$ cat config.mk
export PLATFORM = sky130hd
export DESIGN_NAME = booth_issue_ctrl
export DESIGN_NICKNAME = d
export VERILOG_FILES = /design/src/rtl/booth_pkg.sv /design/src/rtl/booth_opnd_fifo.sv /design/src/rtl/booth_issue_ctrl.sv
export SDC_FILE = /design/constraint.sdc
export NUM_CORES = 1
export LEC_CHECK = 0
export ABC_AREA = 1
export ABC_CLOCK_PERIOD_IN_PS = 1800
export CAP_MARGIN = 10
export CORE_ASPECT_RATIO = 0.6
export CORE_UTILIZATION = 40
export CTS_BUF_LIST = sky130_fd_sc_hd__clkbuf_4
export DETAILED_ROUTE_END_ITERATION = 10
export GPL_ROUTABILITY_DRIVEN = 0
export MAX_ROUTING_LAYER = met4
export PLACE_DENSITY = 0.78
export SLEW_MARGIN = 25
export SYNTH_ARGS = -nofsm -noshare
export SYNTH_HDL_FRONTEND = slang
export SYNTH_SLANG_ARGS = --single-unit
$ cat constraint.sdc
create_clock -name clk -period 1.8 [get_ports clk]
set_clock_uncertainty 0.2 [all_clocks]
set_input_delay 0.18 -clock clk [delete_from_list [all_inputs] [get_ports clk]]
set_output_delay 0.18 -clock clk [all_outputs]
set_load 0.02 [all_outputs]
$ cat src/rtl/booth_pkg.sv
// Shared types and defaults for the radix-4 Booth issue/collect stage.
// Imported by the operand FIFO and the issue controller.
package booth_pkg;

  localparam int BOOTH_WIDTH = 8;

  typedef enum logic [2:0] {
    ST_IDLE    = 3'd0,
    ST_CLEAR   = 3'd1,
    ST_LAUNCH  = 3'd2,
    ST_WAIT    = 3'd3,
    ST_CAPTURE = 3'd4,
    ST_OUT     = 3'd5
  } state_e;

  function automatic int booth_timeout(input int w);
    return 4 * w;
  endfunction

endpackage

$ cat src/rtl/booth_opnd_fifo.sv
// Two-entry operand-pair FIFO feeding the Booth core.
// Push is refused when full even if a pop happens in the same cycle.
module booth_opnd_fifo
  import booth_pkg::*;
#(
  parameter int DW = 2 * BOOTH_WIDTH
) (
  input  logic          clk,
  input  logic          rst_n,
  input  logic          push,
  input  logic          pop,
  input  logic [DW-1:0] wdata,
  output logic [DW-1:0] rdata,
  output logic [1:0]    count,
  output logic          full,
  output logic          empty
);

  logic [DW-1:0] mem_q [2];
  logic          wr_q;
  logic          rd_q;
  logic [1:0]    cnt_q;
  logic          do_push;
  logic          do_pop;

  assign full    = (cnt_q == 2'd2);
  assign empty   = (cnt_q == 2'd0);
  assign do_push = push & ~full;
  assign do_pop  = pop & ~empty;
  assign rdata   = mem_q[rd_q];
  assign count   = cnt_q;

  always_ff @(posedge clk or negedge rst_n) begin
    if (!rst_n) begin
      mem_q[0] <= '0;
      mem_q[1] <= '0;
      wr_q     <= 1'b0;
      rd_q     <= 1'b0;
      cnt_q    <= 2'd0;
    end else begin
      if (do_push) begin
        mem_q[wr_q] <= wdata;
        wr_q        <= ~wr_q;
      end
      if (do_pop) begin
        rd_q <= ~rd_q;
      end
      unique case ({do_push, do_pop})
        2'b10:   cnt_q <= cnt_q + 2'd1;
        2'b01:   cnt_q <= cnt_q - 2'd1;
        default: cnt_q <= cnt_q;
      endcase
    end
  end

endmodule

$ cat src/rtl/booth_issue_ctrl.sv
// Issue/collect controller for the radix-4 Booth multiplier core.
// Clears, starts and collects one op at a time, with a hang timeout.
module booth_issue_ctrl
  import booth_pkg::*;
#(
  parameter int WIDTH   = BOOTH_WIDTH,
  parameter int TIMEOUT = booth_timeout(WIDTH)
) (
  input  logic               clk,
  input  logic               rst_n,
  input  logic               in_valid,
  output logic               in_ready,
  input  logic [WIDTH-1:0]   in_a,
  input  logic [WIDTH-1:0]   in_b,
  output logic               out_valid,
  input  logic               out_ready,
  output logic [2*WIDTH-1:0] out_prod,
  output logic               out_err,
  output logic               busy,
  output logic               mul_clr,
  output logic               mul_start,
  output logic [WIDTH-1:0]   mul_mcand,
  output logic [WIDTH-1:0]   mul_mplier,
  input  logic               mul_done,
  input  logic [2*WIDTH-1:0] mul_prod
);

  localparam int CW = $clog2(TIMEOUT + 1);
  localparam logic [CW-1:0] TO_LAST = CW'(TIMEOUT - 1);

  state_e               state_q, state_d;
  logic [CW-1:0]        cnt_q, cnt_d;
  logic                 err_q, err_d;
  logic                 ov_q, ov_d;
  logic                 oerr_q, oerr_d;
  logic [2*WIDTH-1:0]   prod_q, prod_d;

  logic                 push;
  logic                 pop;
  logic [2*WIDTH-1:0]   head;
  logic [1:0]           count;
  logic                 full;
  logic                 empty;

  assign in_ready = ~full;
  assign push     = in_valid & in_ready;
  assign pop      = (state_q == ST_CAPTURE);

  booth_opnd_fifo #(
    .DW(2 * WIDTH)
  ) u_fifo (
    .clk   (clk),
    .rst_n (rst_n),
    .push  (push),
    .pop   (pop),
    .wdata ({in_a, in_b}),
    .rdata (head),
    .count (count),
    .full  (full),
    .empty (empty)
  );

  // Head entry stays put until CAPTURE pops it, so operands hold through WAIT.
  assign mul_mcand  = head[2*WIDTH-1:WIDTH];
  assign mul_mplier = head[WIDTH-1:0];

  assign mul_clr   = ~rst_n | (state_q == ST_CLEAR);
  assign mul_start = (state_q == ST_LAUNCH);
  assign busy      = (state_q != ST_IDLE) | (count != 2'd0);
  assign out_valid = ov_q;
  assign out_err   = oerr_q;
  assign out_prod  = prod_q;

  always_comb begin
    state_d = state_q;
    cnt_d   = cnt_q;
    err_d   = err_q;
    ov_d    = ov_q;
    oerr_d  = oerr_q;
    prod_d  = prod_q;
    unique case (state_q)
      ST_IDLE: begin
        if (!empty) state_d = ST_CLEAR;
      end
      ST_CLEAR: begin
        state_d = ST_LAUNCH;
      end
      ST_LAUNCH: begin
        cnt_d   = '0;
        err_d   = 1'b0;
        state_d = ST_WAIT;
      end
      ST_WAIT: begin
        cnt_d = cnt_q + 1'b1;
        // A done seen on the last allowed cycle still wins over timeout.
        if (mul_done) begin
          err_d   = 1'b0;
          state_d = ST_CAPTURE;
        end else if (cnt_q == TO_LAST) begin
          err_d   = 1'b1;
          state_d = ST_CAPTURE;
        end
      end
      ST_CAPTURE: begin
        prod_d  = err_q ? '0 : mul_prod;
        oerr_d  = err_q;
        ov_d    = 1'b1;
        state_d = ST_OUT;
      end
      ST_OUT: begin
        if (out_ready) begin
          ov_d    = 1'b0;
          state_d = empty ? ST_IDLE : ST_CLEAR;
        end
      end
      default: begin
        state_d = ST_IDLE;
      end
    endcase
  end

  always_ff @(posedge clk or negedge rst_n) begin
    if (!rst_n) begin
      state_q <= ST_IDLE;
      cnt_q   <= '0;
      err_q   <= 1'b0;
      ov_q    <= 1'b0;
      oerr_q  <= 1'b0;
      prod_q  <= '0;
    end else begin
      state_q <= state_d;
      cnt_q   <= cnt_d;
      err_q   <= err_d;
      ov_q    <= ov_d;
      oerr_q  <= oerr_d;
      prod_q  <= prod_d;
    end
  end

endmodule

==> reports/qor.yml, run 1 <==
placed_design:
  placedInstanceArea_um2: 3800
  dpl.hpwl_mm: 4.50
  io_buffers: 74
  placed_cells: 504
finish:
  finalInstanceArea_um2: 4040
  num_antenna_cells: 0
  layoutNonFillerInstCount: 528
  syn2layout_area_growth_pct: 39.6
  final_layout_size_suffix_gt1_share_pct: 19.0
  fillers: 615
  post-route-util_pct: 59.2
  num-nets-final: 476
synth:
  yosysTopAreaCell: "dfrtp_1"
  ys_seq_area_share_pct: 55.4
  syn_inst: 343
  netlist_area_um2: 2890
  ys_async_sr_fraction_pct: 100
  ys.flop_type: "dfrtp_1"
  synth_top_family_by_area: "simple AND/OR/NAND/NOR gates"
  synthMuxAreaShare_pct: 0
  synth.top_cell.area_share_pct: 55.4
  synth_enable_flop_cells: 0
  ys_warn_count: 0
  yosys.cell_count.top_type: "nand2_1"
  synth-compound-area-share_pct: 13.3
  yosys.area_share.xor_xnor_pct: 0.908
  synth_seq_cells: 64
  synth_simple_gate_area_share_pct: 20.3
  syn_avg_cell_area_um2: 8.43
  synthAdderAreaFrac_pct: 0.865
  syn_nets: 382
  synth_common_cells: "nand2_1 (89), dfrtp_1 (64), o21ai_1 (52)"
  yosys-top-cells-area: "dfrtp_1 (55%), nand2_1 (12%), o21ai_1 (9.0%), inv_1 (5.3%), nor2_1 (3.2%)"
  synth_cell_types: 29
timing:
  max_freq_mhz: 568
  slew_viol_final: 0
  period_needed_ps: 1760
  finalSetupViolCount: 0
  hold_viol: 0
  rsz0062_at_grt: "true"
  worst_slew_pin_slew_ps: 790
  final.period_utilization_pct: 97.7
  maxSlewHeadroom_pct: 47.3
drt:
  first_pass_iters: 7
  wire_per_inst_um: 12.8
  vias: 2456
  ant_nets: 0
  drc_errors: 5
  drt_iter0_markers: 176
  routed_wl_mm: 6.77
  avgViaCountPerCell: 4.65
die:
  fp.dieArea_um2: 7590
  dieHeight_um: 67.9
  io_pins: 75
  rows: 23
  initial_core_util_pct: 42.4
  core_um2: 6820
  die_w_um: 112
critical_path:
  crit_buf_inv: 1
  path_class: "reg -> reg"
  cp-end-kind: "flip-flop"
  crit_chain: "nor2_2, buf_4, nand2_4, a21oi_4, ha_4, a21oi_2, o21ai_1, xor2_1"
  required_ps: 1870
  cpMaxStageDelayCell: "dfrtp_1"
  critical_path_depth: 8
  path_delay_family: "flip-flops"
  r2r_cells: 8
  cp_max_fo: 4
  crit_arrival_ps: 1830
  slowest_delay_ps: 450
  cp-start-kind: "flip-flop"
outcome:
  failed_checks: "design-rule violations"
  run_status: "complete, but fails checks"
clocking:
  clockRootBuffer: "clkbuf_4"
  htreeDepth: 3
  insertion_delay_ps: 380
  cts_sinks: 64
  numCtsBuffers: 9
  tritoncts: "built"
  cts_buffer_depth: 2
  path_clk_slew_ps: 100
power:
  power_density_nw_per_um2: 1780
  vdd_drop_max_v: 0.000866
  power.leakage_nw: 2.15
  power_mw: 7.19
hold_path:
  worstHoldPathCells: 3
  holdCritPathClass: "in -> reg"
job:
  maxCapViolCount: 0
grt:
  antenna_found_initial: 0
  grt_pass1_wl_mm: 11.0
  grt_max_degree: 65
  grt_overflow: 0
  grt_pass1_vias: 2376
  grt_use_total_pct: 19.9
## worst min-delay path, cell delays in order
cell	delay, ps
clkdlybuf4s50_1	400
nand2_1	60
o21ai_1	60
## cells in the final DEF, fill, tap and decap left out, drive strengths merged
cell type,Yosys,final
dfrtp,64,64
clkdlybuf4s50,0,36
or2,1,1
buf,12,43
o21ai,54,54
dlygate4sd2,0,4
nand2,93,93
clkinv,1,5
ha,2,2
nand4,1,1
a21boi,1,1
nor3,3,3
bufinv,0,1
xor2,2,2
nor2,30,30
clkdlybuf4s15,0,1
dlymetal6s2s,0,13
inv,46,46
nand3,9,9
clkbuf,3,10
xnor2,1,1
a21oi,19,19
dlygate4sd3,0,1
a22o,1,1
## repair_timing
action,in CTS,in global routing
hold buffers,1,0
setup buffers,4,3
cloned,1,0
hold endpoints to repair,64,0
setup endpoints to repair,24,35
pin swaps,2,1
gates resized for setup,89,39
## cell type report
| type | instances | area (um2) | share of cell area [%] |
|---|---|---|---|
| clock buffer | 10 | 75.1 | 1.86 |
| clock inverter | 5 | 48.8 | 1.21 |
| inverter | 47 | 176 | 4.37 |
| multi-input combinational | 217 | 1070 | 26.5 |
| sequential | 64 | 1600 | 39.7 |
| tap | 87 | 109 | 2.70 |
| timing repair buffer | 98 | 955 | 23.6 |
## where the power goes
group,internal (mW),total [mW],switching (mW)
Combinational,1.69,3.83,2.14
Clock,0.421,0.904,0.483
Sequential,2.08,2.45,0.366
Total,4.20,7.19,2.99
## flip-flops by register name (all words and copies together), names as in the netlist
register and cells:
u_fifo.wr_q 1, u_fifo.count 2, u_fifo.mem_q 32, out_prod 16, out_valid 1, err_q 1, u_fifo.rd_q 1, cnt_q 6
out_err 1, state_q 3
## cell families (layout without fill, tap and decap cells)
kind of cell	Yosys count	in the layout
adders and majority gates	2	2
buffers and inverters	62	160
AOI/OAI and AO/OA	75	75
and+or+nand+nor	137	137
DFF	64	64
xor gates and xnor gates	3	3
## through the flow
step,setup slack (ps),TNS [ps],hold slack (ps)
3_3_place_gp,42.1,0,218
6_report,40.6,0,143
4_1_cts,-28.1,-28.6,104
3_5_place_dp,-1.19,-1.19,229
2_1_floorplan,39.6,0,-316
5_1_grt,-47.6,-429,106
## per-layer routing
| metal | vias up | global-route usage, % | part of all wire (%) |
|---|---|---|---|
| met1 | 1152 | 23.6 | 49 |
| li1 | 1260 | - | - |
| met2 | 42 | 32.9 | 47 |
| met4 | 0 | 8.61 | 0.40 |
| met3 | 2 | 4.96 | 3.7 |
| met5 | - | - | 0 |
## final timing paths
kind | startpoint | end | slack (ps)
hold reg to reg | out_prod[10] | out_prod[10] | 290
setup / recovery | state_q[1] | u_fifo.count[1] | 40
min in group asynchronous | rst_n | u_fifo.mem_q[1] | 310
hold / removal | mul_prod[5] | out_prod[5] | 140
max in group asynchronous | rst_n | state_q[2] | 550
setup reg to reg | state_q[1] | u_fifo.count[1] | 40
Power figures use the tool's default switching activity.
==> run 2, diff against run 1 <==
--- a/config.mk
+++ b/config.mk
@@ -11,6 +11,7 @@
 export CORE_ASPECT_RATIO = 0.6
 export CORE_UTILIZATION = 40
 export CTS_BUF_LIST = sky130_fd_sc_hd__clkbuf_4
+export CTS_CLUSTER_DIAMETER = 150
 export DETAILED_ROUTE_END_ITERATION = 10
 export GPL_ROUTABILITY_DRIVEN = 0
 export MAX_ROUTING_LAYER = met4
==> results of run 2 <==
No change in the layout: final DEF, timing and power equal those of run 1.
==> run 3, diff against run 2 <==
==> constraint.sdc (replaced) <==
create_clock -name clk -period 1.8 [get_ports clk]
set_clock_uncertainty 0.2 [all_clocks]
set_input_delay 0.18 -clock clk [delete_from_list [all_inputs] [get_ports clk]]
set_output_delay 0.18 -clock clk [all_outputs]
set_load 0.05 [all_outputs]
==> reports/qor.yml, run 3 (synthesis results as in run 1) <==
drt:
  drt_iter0_markers: 157  # was 176
  wire_per_inst_um: 12.8  # about the same
  avgViaCountPerCell: 4.76  # was 4.65
  vias: 2514  # was 2456
  first_pass_iters: 8  # was 7
  drc_errors: 4  # was 5
  ant_nets: 0  # unchanged
  routed_wl_mm: 6.77  # about the same
clocking:
  htreeDepth: 3  # unchanged
  cts_sinks: 64  # unchanged
  cts_buffer_depth: 2  # unchanged
  numCtsBuffers: 9  # unchanged
  clockRootBuffer: "clkbuf_4"  # unchanged
  tritoncts: "built"  # unchanged
  insertion_delay_ps: 400  # was 380 ps
  path_clk_slew_ps: 110  # was 100 ps
timing:
  hold_slack_ps: 31.7  # was 143 ps
  slew_viol_final: 0  # unchanged
  finalSetupViolCount: 1  # was 0
  period_needed_ps: 1810  # was 1760 ps
  setup-tns-final_ps: -7.99  # was 0 ps
  worst_slack_ps: -7.99  # was 40.6 ps
  rsz0062_at_grt: "true"  # unchanged
  hold_viol: 0  # unchanged
  worst_slew_pin_slew_ps: 513  # was 790 ps
  final.period_utilization_pct: 100  # was 97.7%
  max_freq_mhz: 553  # was 568 MHz
  maxSlewHeadroom_pct: 65.6  # was 47.3%
finish:
  finalInstanceArea_um2: 4430  # was 4040 um2
  num_antenna_cells: 0  # unchanged
  regMostFlops: "u_fifo.mem_q"  # unchanged
  num-nets-final: 475  # was 476
  final_layout_size_suffix_gt1_share_pct: 29.7  # was 19.0%
  final_common_cell: "nand2_1"  # unchanged
  layout_common_cells: "nand2_1 (89), dfrtp_1 (63), o21ai_1 (53)"  # was nand2_1 (89), dfrtp_1 (62), o21ai_1 (53)
  largest_register_ffs: 32  # unchanged
  syn2layout_area_growth_pct: 53.2  # was 39.6%
placed_design:
  placedInstanceArea_um2: 3930  # was 3800 um2
  io_buffers: 74  # unchanged
  place_ws_ps: 24.8  # was -1.19 ps
  dpl.hpwl_mm: 4.36  # was 4.50 mm
critical_path:
  crit_arrival_ps: 1430  # was 1830 ps
  cp-start-kind: "flip-flop"  # unchanged
  reg2reg_from: "state_q[2]"  # was state_q[1]
  r2r_slack_ps: 80  # was 40 ps
  rr_endpoint: "state_q[0]"  # was u_fifo.count[1]
  cp-end-kind: "output pin"  # was flip-flop
  path_class: "reg -> out"  # was reg -> reg
  cp_max_fo: 3  # was 4
  worstSetupStartpoint: "state_q[2]"  # was state_q[1]
  r2r_cells: 9  # was 8
  required_ps: 1420  # was 1870 ps
die:
  rows: 23  # unchanged
  die_w_um: 112  # unchanged
  dieHeight_um: 67.9  # unchanged
  core_um2: 6820  # unchanged
  fp.dieArea_um2: 7590  # unchanged
  initial_core_util_pct: 42.4  # unchanged
  io_pins: 75  # unchanged
power:
  power_density_nw_per_um2: 2260  # was 1780 nW/um2
  vdd_drop_max_v: 0.00116  # was 0.000866 V
  power_mw: 10.0  # was 7.19 mW
  power.leakage_nw: 2.14  # was 2.15 nW
outcome:
  run_status: "complete, but fails checks"  # unchanged
  failed_checks: "design-rule violations, negative setup slack"  # was design-rule violations
grt:
  grt_pass1_wl_mm: 10.8  # was 11.0 mm
  grt_overflow: 0  # unchanged
  grt_pass1_vias: 2327  # was 2376
  grt_max_degree: 51  # was 65
  grt_use_total_pct: 19.1  # was 19.9%
  antenna_found_initial: 0  # unchanged
job:
  maxCapViolCount: 0  # unchanged
hold_path:
  holdCritPathClass: "in -> async"  # was in -> reg
run 3: repair_timing:
action	CTS	global route
gates resized for setup	13	45
pin swaps	3	3
buffers inserted	4	5
cloned	0	1
hold buffers	1	0
setup endpoints to repair	17	20
hold endpoints to repair	64	0
run 3: final cells by class:
class / count / area [um2]
clock buffers: 10 / 75.1
fillers: 559 / 2390
clock inverters: 6 / 82.6
multi-input cells: 217 / 1260
inverters: 47 / 181
well taps: 87 / 109
repair buffers: 97 / 1120
flip-flops and latches: 64 / 1600
run 3: critical path, stage by stage, from the launching register on:
cell     delay, ps
dfrtp_1        450
buf_6          160
nor2_4         110
inv_4           50
nor2_4         120
buf_12         150
run 3: report_power, final:
part	internal (mW)	switching, mW
clock	0.576	0.512
sequential	2.08	0.388
combinational	2.64	3.80
run 3: worst max path at each step:
stage	end	slack [ps]	depth (start not counted)
after global placement	u_fifo.count[1]	30	6
final	mul_start	-8	5
after floorplan	mul_mcand[4]	-100	4
after global routing	busy	-80	6
after detailed placement	u_fifo.count[1]	20	6
after CTS	mul_mplier[1]	-70	4
run 3: through the flow:
step / std cells / util [%]
floorplan: 343 / -
global placement: 501 / 57.6
detailed placement: 501 / 57.6
CTS: 522 / 61.1
global route: 528 / 65.0
finish: 528 / 65.0
run 3: metal layers:
layer  vias up  wire (um)  track usage, %
li1       1268          -               -
met1      1188       3200            23.6
met2        53       3230            30.4
met3         5        266            5.31
met4         0         62            7.60
met5         -          0               -
